**config.mk**
```make
export PLATFORM = sky130hd
export DESIGN_NAME = synapse_loader
export DESIGN_NICKNAME = d
export VERILOG_FILES = /design/src/rtl/synapse_loader.sv
export SDC_FILE = /design/constraint.sdc
export NUM_CORES = 1
export LEC_CHECK = 0
export BUFFER_PORTS_ARGS = -buffer_cell sky130_fd_sc_hd__buf_2
export CORE_AREA = 2 2 120 122
export CTS_BUF_LIST = sky130_fd_sc_hd__clkbuf_4 sky130_fd_sc_hd__clkbuf_8
export CTS_CLUSTER_DIAMETER = 80
export DETAILED_ROUTE_END_ITERATION = 10
export DIE_AREA = 0 0 122 124
export GPL_TIMING_DRIVEN = 1
export MAX_ROUTING_LAYER = met4
export SETUP_SLACK_MARGIN = 0.5
export SLEW_MARGIN = 20
export SYNTH_ARGS = -nofsm -noshare
export SYNTH_HDL_FRONTEND = slang
export SYNTH_SLANG_ARGS = --single-unit
```
**constraint.sdc**
```tcl
create_clock -name clk -period 4 [get_ports clk]
set_input_delay 0.6 -clock clk [delete_from_list [all_inputs] [get_ports clk]]
set_output_delay 0.6 -clock clk [all_outputs]
set_load 0.05 [all_outputs]
```
**src/rtl/synapse_loader.sv**
```systemverilog
// synapse_loader
//   Loads neuron configuration from a byte-wide command stream, then runs the
//   neuron for a programmed number of steps while counting output spikes.
//
//   Parameters
//     SYNAPSES        synapse count (multiple of 8)
//     THRESHOLD_BITS  threshold width (<= 7)
//
//   Ports
//     clk, reset          rising-edge clock, synchronous active-high reset
//     in_valid/in_ready   command handshake (ready only in IDLE)
//     in_cmd, in_data     opcode (0 WEIGHT, 1 INPUT, 2 PARAM, 3 RUN) + payload
//     weights, inputs     synapse weight / spike bit vectors to the neuron
//     shift, threshold    decay shift and spike threshold to the neuron
//     neuron_enable       membrane update strobe, high every RUN cycle
//     is_spike            same-cycle spike flag from the neuron
//     busy, done          run in progress / one-cycle end-of-run pulse
//     spike_count         spikes seen during the last run (saturating)
//
//   Build option
//     SYNAPSE_LOADER_SPIKE_COUNT_EN  implements the spike counter; when
//     undefined spike_count is tied to 0.
module synapse_loader #(
   parameter int SYNAPSES       = 32,
   parameter int THRESHOLD_BITS = 6
) (
   input  logic                      clk,
   input  logic                      reset,
   input  logic                      in_valid,
   output logic                      in_ready,
   input  logic [1:0]                in_cmd,
   input  logic [7:0]                in_data,
   output logic [SYNAPSES-1:0]       weights,
   output logic [SYNAPSES-1:0]       inputs,
   output logic [2:0]                shift,
   output logic [THRESHOLD_BITS-1:0] threshold,
   output logic                      neuron_enable,
   input  logic                      is_spike,
   output logic                      busy,
   output logic                      done,
   output logic [7:0]                spike_count
);

   localparam logic [1:0] CMD_WEIGHT = 2'd0;
   localparam logic [1:0] CMD_INPUT  = 2'd1;
   localparam logic [1:0] CMD_PARAM  = 2'd2;
   localparam logic [1:0] CMD_RUN    = 2'd3;

   typedef enum logic [1:0] {S_IDLE, S_RUN, S_DONE} state_t;

   state_t     state, state_nxt;
   logic [8:0] steps;     // 1..256 remaining steps while in RUN
   logic       accept;

   // Newest byte enters at the top; the concatenation form also works
   // when SYNAPSES is exactly 8.
   logic [SYNAPSES+7:0] weights_cat, inputs_cat;
   assign weights_cat = {in_data, weights};
   assign inputs_cat  = {in_data, inputs};

   assign accept = in_valid && in_ready;

   always_comb begin
      state_nxt     = state;
      in_ready      = 1'b0;
      neuron_enable = 1'b0;
      done          = 1'b0;
      busy          = 1'b0;
      case (state)
         S_IDLE: begin
            in_ready = !reset;
            if (accept && in_cmd == CMD_RUN) state_nxt = S_RUN;
         end
         S_RUN: begin
            neuron_enable = !reset;
            busy          = !reset;
            if (steps == 9'd1) state_nxt = S_DONE;
         end
         S_DONE: begin
            done      = !reset;
            busy      = !reset;
            state_nxt = S_IDLE;
         end
         default: state_nxt = S_IDLE;
      endcase
   end

   always_ff @(posedge clk) begin
      if (reset) begin
         state     <= S_IDLE;
         steps     <= '0;
         weights   <= '0;
         inputs    <= '0;
         shift     <= '0;
         threshold <= '0;
      end else begin
         state <= state_nxt;
         if (accept) begin
            case (in_cmd)
               CMD_WEIGHT: weights <= weights_cat[SYNAPSES+7:8];
               CMD_INPUT:  inputs  <= inputs_cat[SYNAPSES+7:8];
               CMD_PARAM: begin
                  if (in_data[7]) shift     <= in_data[2:0];
                  else            threshold <= in_data[THRESHOLD_BITS-1:0];
               end
               default: steps <= (in_data == 8'd0) ? 9'd256 : {1'b0, in_data};
            endcase
         end else if (state == S_RUN) begin
            steps <= steps - 9'd1;
         end
      end
   end

`ifdef SYNAPSE_LOADER_SPIKE_COUNT_EN
   always_ff @(posedge clk) begin
      if (reset)
         spike_count <= '0;
      else if (accept && in_cmd == CMD_RUN)
         spike_count <= '0;
      else if (neuron_enable && is_spike && spike_count != 8'hFF)
         spike_count <= spike_count + 8'd1;
   end
`else
   logic unused_is_spike;
   assign unused_is_spike = is_spike;
   assign spike_count     = '0;
`endif

endmodule

```
* Word-level counts from Yosys, hierarchy flattened *
Cells that the tools add are included.
W data, S select, Z words.

word-level totals
  input bits = 14
  bits in registers = 84
  logic and storage cells = 43
  ROM bits = 0
  latch bits = 0
  memory bits (writable) = 0
  output and inout bits = 85
  memories = 0

operators by class
  add/subtract/negate cells = 1
  shift-type cells = 0
  multiply operators = 0
  eq/ne operators = 9
  magnitude comparators = 0
  bitwise logic cells = 1
  reductions and logical operators = 15
  divide/modulo/power cells = 0
  muxes and demuxes = 11

operators with widths
  operator               number
  $mux W9                4
  $eq A9 B1 Y1 const B   1
  $sub A9 B1 Y9 const B  1
  $logic_not A8 Y1       1
  $reduce_and A2 Y1      4
  $eq A2 B2 Y1 const B   3
  $ne A2 B2 Y1 const B   3
  $reduce_and A3 Y1      2
  $eq A2 B1 Y1 const B   2
  $logic_not A2 Y1       2
  $mux W1                4
  $mux W2                2
  $pmux W2 S2            1
  $reduce_or A3 Y1       1
  $logic_and A1 B1 Y1    2
  $reduce_bool A2 Y1     1
  $reduce_or A2 Y1       1
  $logic_not A1 Y1       1
  $not A1 Y1             1

* Logic depth before layout (Yosys ltp) *
  depth in word-level cells = 6
  mapped depth = 8
  gate-level depth less buffers = 6

* Worst setup path before layout *
Ideal clock, no wire load.

  path type = in2out
  start = input port reset
  end = output port busy
  stages = 3
  path slack = 1737 ps
  required time = 3400 ps
  path buffers = 2
  arrival = 1663 ps
  cell sequence = clkbuf_1 clkbuf_1 nor2b_1

on the way
  cells in the longest elaborated chain, start to end = 2

ends and longest elaborated chain
  element           line    source
  start, declared   28      input logic reset,
  $logic_not A1 Y1  76, 81
  $mux W1           n/a
  end, declared     39      output logic busy,

Every way passes these cells.

* Worst setup path in the final report *
  start = register state[1]
  end = register steps[3]

on the way
  cells in the longest elaborated chain, start to end = 5
  elaborated cells between the ends (all ways) = 8

ends and longest elaborated chain
  element                                                                     line  source
  start, declared                                                             51    state_t state, state_nxt;
  start signal, assigned                                                      97    state <= state_nxt;
  $logic_not A2 Y1                                                            69    case (state)
  $mux W1                                                                     69
  $logic_and A1 B1 Y1                                                         61    assign accept = in_valid && in_ready;
  $ne A2 B2 Y1 (no source line) / $reduce_bool A2 Y1 (equally long branches)  n/a
  $reduce_and A2 Y1 (no source line)                                          n/a
  end signal, assigned                                                        106   default: steps <= (in_data == 8'd0) ? 9'd256 : {1'b0, in_data};
  end signal, assigned                                                        109   steps <= steps - 9'd1;
  end, declared                                                               52    logic [8:0] steps;

Several ways; a longest one is shown, not always the timed one.
A chain may end at the register's enable or synchronous reset.

==> results summary <==
The flow ran to the end, and the final reports show no timing, DRC or antenna violations. The maximum number of pins on one net before global-route repair came out at 49. The clock edge transition at the registers on the reported setup and hold paths came out at 80 ps. The number of unique standard cell types used by synthesis is 41. The static power due to leakage came out at 0.00172 µW. Summed over all nets, wire length on met2 after detailed routing comes to 4.22 mm. The total iterations of the first detailed-routing run came out at 4. The diode insertion count for antenna repair is 0. Synthesis produced 419 cells. The most common library cell in the layout ignoring fill and taps is nand2_1. The adder-cell share of the synthesized area is 0.0256. The tool flagged a number of max-cap violations equal to 0. The minimum period implied by the final worst setup slack is 2380 ps. The worst-case IR drop observed on VDD is 0.220 mV. The total CTS buffers is 9. Ranked by total cell area, the synthesized netlist is headed by dfxtp_1 49%, nand2_1 15%, a21oi_1 10%, mux2i_1 4.1%, clkbuf_1 2.6%.

The wire length on met1 is 4.20 mm. The post-placement cell area is 0.00400 mm². The number of vias per cell after detailed routing came out at 4.45. The setup TNS is 0 ps. The number of gates given a new drive strength after cts came out at 0. Of all nets on the critical path, the largest fanout is 13. Setup violations remaining at the end of the flow were counted as 0. The count of input and output buffers came out at 89. The DRC violation count after routing came out at 0. The synthesized design spends more area on one cell type than any other, namely dfxtp_1. The largest family of logic cells by synthesized area is simple AND/OR/NAND/NOR gates.

Across every metal layer, demand over resource in global routing totals 0.125. The mean post-synth cell area is 8.16 µm². Leaving out fill and tap cells, the most frequent cells in the layout are 138 x nand2_1, 89 x buf_2, 84 x dfxtp_1. The width of the die came out at 122 µm. The tree is rooted in a clkbuf_8.

The boundary pin count is 99. Of the cells placed in the final design, the portion with a size suffix greater than 1 is 0.231. The filler cells instantiated in the layout total 1499. TritonCTS built the clock tree. The cell area power density came out at 479 mW/mm². Setup repair after global routing left no endpoint under its margin.

Dividing the detail-routed wire length by the instance count gives 13.3 µm. The number of nets in the layout is 518. The share of cell area taken by muxes after synthesis came out at 0.0443.

The final number of hold-violating endpoints is 0. Once detail routing completed, the nets flagged for antenna violations numbered 0. The wire length after detailed routing came out at 9.04 mm. The area of the die is 0.0151 mm². Of the total synthesized cell area, the portion taken by XOR and XNOR cells is 0. Buffers added to address setup during post-CTS repair amount to 0. The min-delay analysis places its worst path in the category flop to flop. The register bit total from synthesis came out at 84. The number of slew-limit violations in the final report came out at 0. The length of routed met3 wiring came out at 477 µm.

The core region area came out at 0.0137 mm². The longest clock path from root to sink contains 2 buffers. The maximum level of the CTS H-tree came out at 3.

The share of synthesized area occupied by flip-flops and latches came out at 0.492. The relative slew slack is 0.470. In this run the top signal layer used is met4. The maximum clock rate came out at 420 MHz. The effective utilization at floorplan is 0.249. The number of buffers added to fix hold violations after cts came out at 0.

The weighted congestion reported at the end of routability-driven placement came out at 0.769. The core occupancy in the finished layout is 0.308. The total congestion overflow is 0. The clock drives 84 sinks. The cell area after synthesis is 0.00342 mm².

The detailed placer's ending HPWL is 6.29 mm. The arrival time at the worst endpoint is 2680 ps. STA classifies the critical path startpoint as a flop.

The classification of the worst setup path is flop to flop. The transition at the pin with the smallest max-transition slack is 773 ps. On the final layout, the worst clock skew is 6.22 ps. The share of Yosys cell area claimed by the top area cell type came out at 0.492.

The vertical die dimension came out at 124 µm. The number of design-rule violations left by the first detailed-router iteration came out at 211. The simple-gate area share of the yosys netlist is 0.248. Summing all non-filler instances in the final layout gives an area of 0.00422 mm². The number of core rows is 43. The part of the cycle the worst path needs came out at 0.595. The fraction of the mapped netlist area in compound gates is 0.135. The total number of yosys warnings is 0. The area growth from synthesis to layout is 23.6%. The clock insertion delay at the later pin of the skew report came out at 360 ps. The number of antenna violations at the first check in global routing came out at 0. The worst setup path is captured at a flop.

The first global-routing pass estimated 14.0 mm of wire. The via count is 3032. The required arrival time at the worst endpoint came out at 4300 ps. The number of global-route vias before repair is 2772.
path summary, 6_finish.rpt:
check / slack [ps] / startpoint / cells past startpoint / to
setup / recovery: 1620 / state[1] / 6 / steps[3]
hold / removal: 450 / inputs[7] / 2 / inputs[7]
setup reg to reg: 1620 / state[1] / 6 / steps[3]
hold reg to reg: 450 / inputs[7] / 2 / inputs[7]
layer usage:
layer | vias to the layer above | global-route usage
li1 | 1527 | -
met4 | 0 | 0.0481
met1 | 1413 | 0.151
met5 | - | -
met2 | 78 | 0.200
met3 | 14 | 0.0339
worst max-delay path, stage by stage, from the launching register on:
cell and delay, ps:
dfxtp_1 340, inv_1 120, ha_1 270, and3b_1 500
mux2i_1 720, o21ai_0 210, a21oi_1 160
cell type report:
type | instances | area (µm²) | area share
Inverter | 4 | 15.0 | 0.00355
Tap cell | 180 | 225 | 0.0533
Multi-Input combinational cell | 304 | 1590 | 0.377
Clock inverter | 4 | 72.6 | 0.0172
Timing Repair Buffer | 94 | 483 | 0.114
Clock buffer | 12 | 153 | 0.0361
Sequential cell | 84 | 1680 | 0.398
cell families after synthesis:
logic type	count (synthesis)
buffers and inverters	38
adder cells (fa/ha/maj)	7
other	1
AND/OR/NAND/NOR	188
flip-flops	84
AO/OA/AOI/OAI	86
multiplexers	15
stage by stage:
step / hold WS (ps) / total power, µW / setup slack (ps) / cells
floorplan: 449 / 1270 / 1740 / 426
global placement: 439 / 1340 / 1630 / 666
detailed placement: 446 / 1360 / 1580 / 666
CTS: 457 / 2050 / 1600 / 682
global route: 477 / 2130 / 1380 / 682
finish: 451 / 2020 / 1620 / 682
power breakdown:
part	internal (µW)	total, µW	switching (µW)
registers	872	912	39.4
logic	152	435	282
clock network	382	678	296
total	1410	2020	618
state kept, by name (all words and copies together) (netlist names):
name and flops:
steps 9, state 2, shift 3, inputs 32, weights 32, threshold 6
synthesized netlist by cell type, drive strengths merged:
master	instances
or3	2
a221oi	1
or3b	1
a31oi	3
o211ai	1
a21o	2
nand2b	6
nor4	4
o21ai	3
a2bb2oi	2
inv	4
nor2	12
a22oi	1
nand3b	2
nor3b	2
nor3	4
ha	7
nand3	5
nand2	138
and3	1
mux2i	14
and4b	1
buf	10
a21oi	71
nand4b	1
clkbuf	24
mux2	1
and3b	1
and2	2
conb	1
o32ai	1
nor4b	2
dfxtp	84
nor2b	4
a211o	1
Power figures use the tool's default switching activity.
